===== src/rtl/mem_bank_2r1w.sv =====
// Two-read / one-write table memory with a sequential clear sweep.
// Read ports are combinational (READ_LAT=0) or registered with write-through (READ_LAT=1).
//
// state | meaning
// ------+-----------------------------------------------------------------
// IDLE  | normal operation; writes accepted, reads return memory contents
// CLEAR | sweep writes INIT_VAL to mem[clr_ptr] each cycle; busy asserted
module mem_bank_2r1w #(
   parameter int                 DATA_W   = 13,
   parameter int                 ADDR_W   = 6,
   parameter int                 DEPTH    = 64,
   parameter int                 READ_LAT = 0,
   parameter logic [DATA_W-1:0]  INIT_VAL = '0
) (
   input  logic              clk,
   input  logic              reset,
   input  logic              clr,
   output logic              busy,
   input  logic              w_rb,
   input  logic [ADDR_W-1:0] w_addr,
   input  logic [DATA_W-1:0] data_in,
   output logic              wr_drop,
   input  logic [ADDR_W-1:0] ra_addr,
   output logic [DATA_W-1:0] ra_out,
   input  logic [ADDR_W-1:0] rb_addr,
   output logic [DATA_W-1:0] rb_out
);

   typedef enum logic {IDLE, CLEAR} state_t;

   // one extra bit so DEPTH == 2**ADDR_W still compares correctly
   localparam logic [ADDR_W:0]   DEPTH_EXT = (ADDR_W+1)'(DEPTH);
   localparam logic [ADDR_W-1:0] LAST_PTR  = ADDR_W'(DEPTH-1);

   state_t            state;
   logic [ADDR_W-1:0] clr_ptr;
   logic [DATA_W-1:0] mem [DEPTH];

   logic w_in_range;
   logic ra_in_range;
   logic rb_in_range;
   logic clear_start;
   logic wr_ok;
   logic wr_bad;

   assign w_in_range  = {1'b0, w_addr}  < DEPTH_EXT;
   assign ra_in_range = {1'b0, ra_addr} < DEPTH_EXT;
   assign rb_in_range = {1'b0, rb_addr} < DEPTH_EXT;

   assign busy        = (state == CLEAR);
   assign clear_start = !reset && (state == IDLE) && clr;
   // a clear request in the same cycle takes precedence over the write
   assign wr_ok       = !reset && (state == IDLE) && !clr && w_rb && w_in_range;
   assign wr_bad      = w_rb && (busy || !w_in_range || ((state == IDLE) && clr));

   always_ff @(posedge clk) begin
      if (reset) begin
         state   <= CLEAR;
         clr_ptr <= '0;
         wr_drop <= 1'b0;
      end else begin
         wr_drop <= wr_bad;
         case (state)
            IDLE: begin
               if (clr) begin
                  state   <= CLEAR;
                  clr_ptr <= '0;
               end
            end
            CLEAR: begin
               if (clr_ptr == LAST_PTR) begin
                  state   <= IDLE;
                  clr_ptr <= '0;
               end else begin
                  clr_ptr <= clr_ptr + 1'b1;
               end
            end
            default: begin
               state   <= CLEAR;
               clr_ptr <= '0;
            end
         endcase
      end
   end

   // contents are only ever cleared by the sweep, never by reset directly
   always_ff @(posedge clk) begin
      if (!reset) begin
         if (state == CLEAR) begin
            mem[clr_ptr] <= INIT_VAL;
         end else if (wr_ok) begin
            mem[w_addr] <= data_in;
         end
      end
   end

   generate
      if (DEPTH < 1 || DEPTH > (2**ADDR_W)) begin : g_bad_depth
         $error("mem_bank_2r1w: DEPTH must be in 1..2**ADDR_W");
      end

      if (READ_LAT == 0) begin : g_rd_comb
         assign ra_out = (busy || !ra_in_range) ? INIT_VAL : mem[ra_addr];
         assign rb_out = (busy || !rb_in_range) ? INIT_VAL : mem[rb_addr];
      end else if (READ_LAT == 1) begin : g_rd_reg
         always_ff @(posedge clk) begin
            if (reset) begin
               ra_out <= INIT_VAL;
               rb_out <= INIT_VAL;
            end else begin
               if (busy || !ra_in_range || clear_start)
                  ra_out <= INIT_VAL;
               else if (wr_ok && (w_addr == ra_addr))
                  ra_out <= data_in;
               else
                  ra_out <= mem[ra_addr];

               if (busy || !rb_in_range || clear_start)
                  rb_out <= INIT_VAL;
               else if (wr_ok && (w_addr == rb_addr))
                  rb_out <= data_in;
               else
                  rb_out <= mem[rb_addr];
            end
         end
      end else begin : g_bad_lat
         $error("mem_bank_2r1w: READ_LAT must be 0 or 1");
      end
   endgenerate

endmodule


===== config.mk =====
export PLATFORM = sky130hd
export DESIGN_NAME = mem_bank_2r1w
export DESIGN_NICKNAME = d
export VERILOG_FILES = /design/src/rtl/mem_bank_2r1w.sv
export SDC_FILE = /design/constraint.sdc
export NUM_CORES = 1
export LEC_CHECK = 0
export BUFFER_PORTS_ARGS = -buffer_cell sky130_fd_sc_hd__buf_2
export CAP_MARGIN = 10
export CORE_ASPECT_RATIO = 0.75
export CORE_UTILIZATION = 50
export DETAILED_ROUTE_END_ITERATION = 6
export PLACE_DENSITY_LB_ADDON = 0.3
export SLEW_MARGIN = 10
export SYNTH_ARGS = -nofsm -noshare
export SYNTH_HDL_FRONTEND = slang
export SYNTH_SLANG_ARGS = --single-unit

===== constraint.sdc =====
create_clock -name clk -period 6.15 [get_ports clk]
set_input_delay 0.615 -clock clk [delete_from_list [all_inputs] [get_ports clk]]
set_output_delay 0.615 -clock clk [all_outputs]
set_load 0.05 [all_outputs]

==> results_dict.tcl <==
set metrics [dict create \
    grt_use_total_pct 29.5 \
    cts_repair_resize_count 0 \
    post_synthesis_share_of_cell_area_spent_on_and_or_nand_and_nor_gates_pct 2.96 \
    p_per_area_mw_per_mm2 275 \
    sequentialPowerShare_pct 51.7 \
    synth_cell_type_count 56 \
    via_count 22700 \
    synth.mux.area_fraction_pct 27.1 \
    final_nets 2084 \
    max_clock_freq_mhz 219 \
    place_inst 2998 \
    worst_setup_path_end_kind "primary output" \
    tritoncts.num_buffers 81 \
    library_cell_with_the_highest_instance_count_after_synthesis "sky130_fd_sc_hd__edfxtp_1" \
    fin_tns_setup_ps 0 \
    postSynth.asyncResetShare_pct 0 \
    hold_path_class "input port to flip-flop" \
    setup_violations 0 \
    final_critical_path_setup_slack_ps 1580 \
    internal-power_w 0.00941 \
    synth_compound_gate_area_share_pct 3.91 \
    netlist_area_before_placement_mm2 0.0395 \
    synth_top_family_by_area "multiplexers" \
    dieWidth_um 326 \
    firstDrtPassIters 6 \
    req_time_crit_path_ps 5530 \
    synth_fp_nets 2012 \
    crit_type "input port to primary output" \
    arrival_ps 3960 \
    timing_hold_violations_final 0 \
    worst_slew_pin_tran_ps 1310 \
    numPortBuffers 62 \
    clock-sinks 840 \
    die-height_um 245 \
    postSynth.topFlopCell "sky130_fd_sc_hd__edfxtp_1" \
    place_hpwl_mm 74.8 \
    syn_area_per_cell_um2 20.0 \
    top_cell_types_by_occurrence_after_synthesis "832 x sky130_fd_sc_hd__edfxtp_1, 406 x sky130_fd_sc_hd__mux4_2, 91 x sky130_fd_sc_hd__mux2i_1, 82 x sky130_fd_sc_hd__nor2_1, 47 x sky130_fd_sc_hd__buf_2" \
    cts_tree "yes" \
    synth_top_cell_area_share_pct 63.3 \
    start_kind "input port" \
    drv_cap 0 \
    postSynthCellCount 1976 \
    synth_seq_cells 840 \
    clock_tree.buffer_depth 3 \
    pre_cts_slack_ps 1790 \
    postRouteAntennaNets 0 \
    path_clk_slew_ps 60 \
    yosysTopAreaCell "sky130_fd_sc_hd__edfxtp_1" \
    syn2layout_area_growth_pct 10.7 \
    placeableCoreArea_mm2 0.0775 \
    timing.critical_path.fanout_max 83 \
    drt_first_iter_violations 3620 \
    power.share.clock_pct 42.5 \
    rsz0062_at_grt "false" \
    final_cells 3149 \
    postCtsSetupBuffers 0 \
    first_global_vias 22400 \
    htree_num_levels 3 \
    drcViolationCount 0 \
    period_minus_slack_ps 4570 \
    outcome "finished clean" \
    reported_leakage_power_nw 15.5 \
    grt_first_pass_wirelength_mm 166 \
    clk_root_buffer_cell "sky130_fd_sc_hd__clkbuf_16" \
    route.detailed.vias_per_inst 7.21 \
    grt-ovfl-total 0 \
    ctsHoldBuffers 0 \
    power.ir.vdd_worst_v 0.000225 \
    combPwrFrac_pct 5.8 \
    synth_xor_xnor_area_share_pct 0 \
    fp.dieArea_mm2 0.0801 \
    total_switching_power_w 0.00263 \
    synth_sequential_area_ratio_pct 63.7 \
    net_switching_share_of_the_total_power_pct 21.9 \
    synth_fa_ha_area_share_pct 0.0317 \
    ios 63 \
    layout_worst_path_cycle_share_pct 74.4 \
    yosys_warn_count 0 \
    final_layout_size_suffix_gt1_share_pct 34.5 \
    initial_standard_cell_utilization_of_the_core_pct 50.9 \
    drv_slew 0 \
    post_synth_main_area_contributors "sky130_fd_sc_hd__edfxtp_1 63%, sky130_fd_sc_hd__mux4_2 23%, sky130_fd_sc_hd__mux2i_1 2.3%, sky130_fd_sc_hd__mux4_1 1.5%, sky130_fd_sc_hd__a211oi_1 0.80%" \
    maxSlewHeadroom_pct 12.1 \
    worstSkewPairLatency_ps 650 \
    placer_s_final_routability_congestion_estimate 0.934 \
    routed_wirelength_mm 117 \
    grt_max_degree 84 \
    finClkSkew_ps 17.4 \
    std_cell_rows 88 \
    number_of_flops_mapped_to_enable_cells_by_yosys 832 \
    wl_per_cell_um 37.2 \
    antenna_found_initial 5 \
]
## layout make-up
type	instances	area (um^2)
clock inverters	50	490
fillers	5731	33800
well taps	1035	1290
diodes	2	5.00
flip-flops and latches	840	25100
repair buffers	140	1070
inverters	2	7.51
clock buffers	97	2180
multi-input cells	983	13500
## power by group through the flow
stage	combinational [W]	sequential, W	clock, W
2_1_floorplan	0.000475	0.00634	0
3_3_place_gp	0.000682	0.00634	0
3_5_place_dp	0.000687	0.00635	0
4_1_cts	0.000689	0.00622	0.00513
5_1_grt	0.000722	0.00622	0.00534
6_report	0.000702	0.00622	0.00511
## worst max-delay path: stages
cell and delay [ps]:
sky130_fd_sc_hd__buf_6 370, sky130_fd_sc_hd__buf_12 490, sky130_fd_sc_hd__mux4_2 320, sky130_fd_sc_hd__nor2b_1 190, sky130_fd_sc_hd__a211oi_1 80, sky130_fd_sc_hd__a211oi_1 1100, sky130_fd_sc_hd__a22o_1 400, sky130_fd_sc_hd__buf_2 310
## per-layer routing
layer	track usage (%)	share of wire [%]	vias up
met5	0	0.030	-
met4	7.78	2.7	6
met3	10.9	15	232
met1	42.0	38	12000
li1	-	-	8750
met2	43.0	45	1694
## placed cells by master, fill, tap and decap left out, types with 7 or more instances in the layout
cell type                   synthesis  final
sky130_fd_sc_hd__buf_2             47     56
sky130_fd_sc_hd__clkinv_2           0     18
sky130_fd_sc_hd__buf_12             1      8
sky130_fd_sc_hd__a22oi_1           11     11
sky130_fd_sc_hd__o22ai_1           46     46
sky130_fd_sc_hd__nand3_1           10     10
sky130_fd_sc_hd__and2_2             0     11
sky130_fd_sc_hd__nand3b_1           7      7
sky130_fd_sc_hd__clkbuf_16          0     85
sky130_fd_sc_hd__a22o_1            11     11
sky130_fd_sc_hd__nor2b_1           24     24
sky130_fd_sc_hd__edfxtp_1         832    832
sky130_fd_sc_hd__nand2b_1          29     29
sky130_fd_sc_hd__o221ai_1          15     15
sky130_fd_sc_hd__nand2_1           39     39
sky130_fd_sc_hd__dfxtp_1            8      8
sky130_fd_sc_hd__mux4_1            23     23
sky130_fd_sc_hd__nor2_1            82     49
sky130_fd_sc_hd__a21oi_1           34     34
sky130_fd_sc_hd__clkbuf_1          44     11
sky130_fd_sc_hd__buf_4             32     69
sky130_fd_sc_hd__mux2i_1           91     91
sky130_fd_sc_hd__nor2_2             0     33
sky130_fd_sc_hd__mux4_2           406    406
sky130_fd_sc_hd__bufinv_16          0      9
sky130_fd_sc_hd__o21ai_0           31     31
sky130_fd_sc_hd__clkinv_1           0     13
sky130_fd_sc_hd__a211oi_1          42     42
## logic make-up after synthesis
kind of cell / count (synthesis)
mux: 524
buf+inv: 153
fa+ha+maj: 1
compound gates: 227
flops: 840
simple gates: 231
## state kept, by name (all words and copies together) (netlist names)
name     cells
clr_ptr      6
busy         1
wr_drop      1
mem        832
## worst paths after layout
path                            depth (start not counted)          to        from  slack (ps)
worst max-delay path                                    8   ra_out[8]  ra_addr[2]        1580
worst min-delay path                                    2     wr_drop        w_rb         260
worst max register to register                          6  mem[5][10]        busy        2630
worst min register to register                          2  clr_ptr[5]  clr_ptr[5]         550
## metrics by stage
| stage | utilization, % | area, um^2 | total power [W] | hold slack [ps] |
|---|---|---|---|---|
| floorplan | - | 39500 | 0.00682 | 488 |
| global placement | 52.9 | 41000 | 0.00703 | 519 |
| detailed placement | 52.9 | 41000 | 0.00703 | 538 |
| CTS | 56.3 | 43700 | 0.0120 | 241 |
| global route | 56.4 | 43700 | 0.0123 | 258 |
| finish | 56.4 | 43700 | 0.0120 | 262 |
No activity file was read; power rests on OpenSTA's default activity.
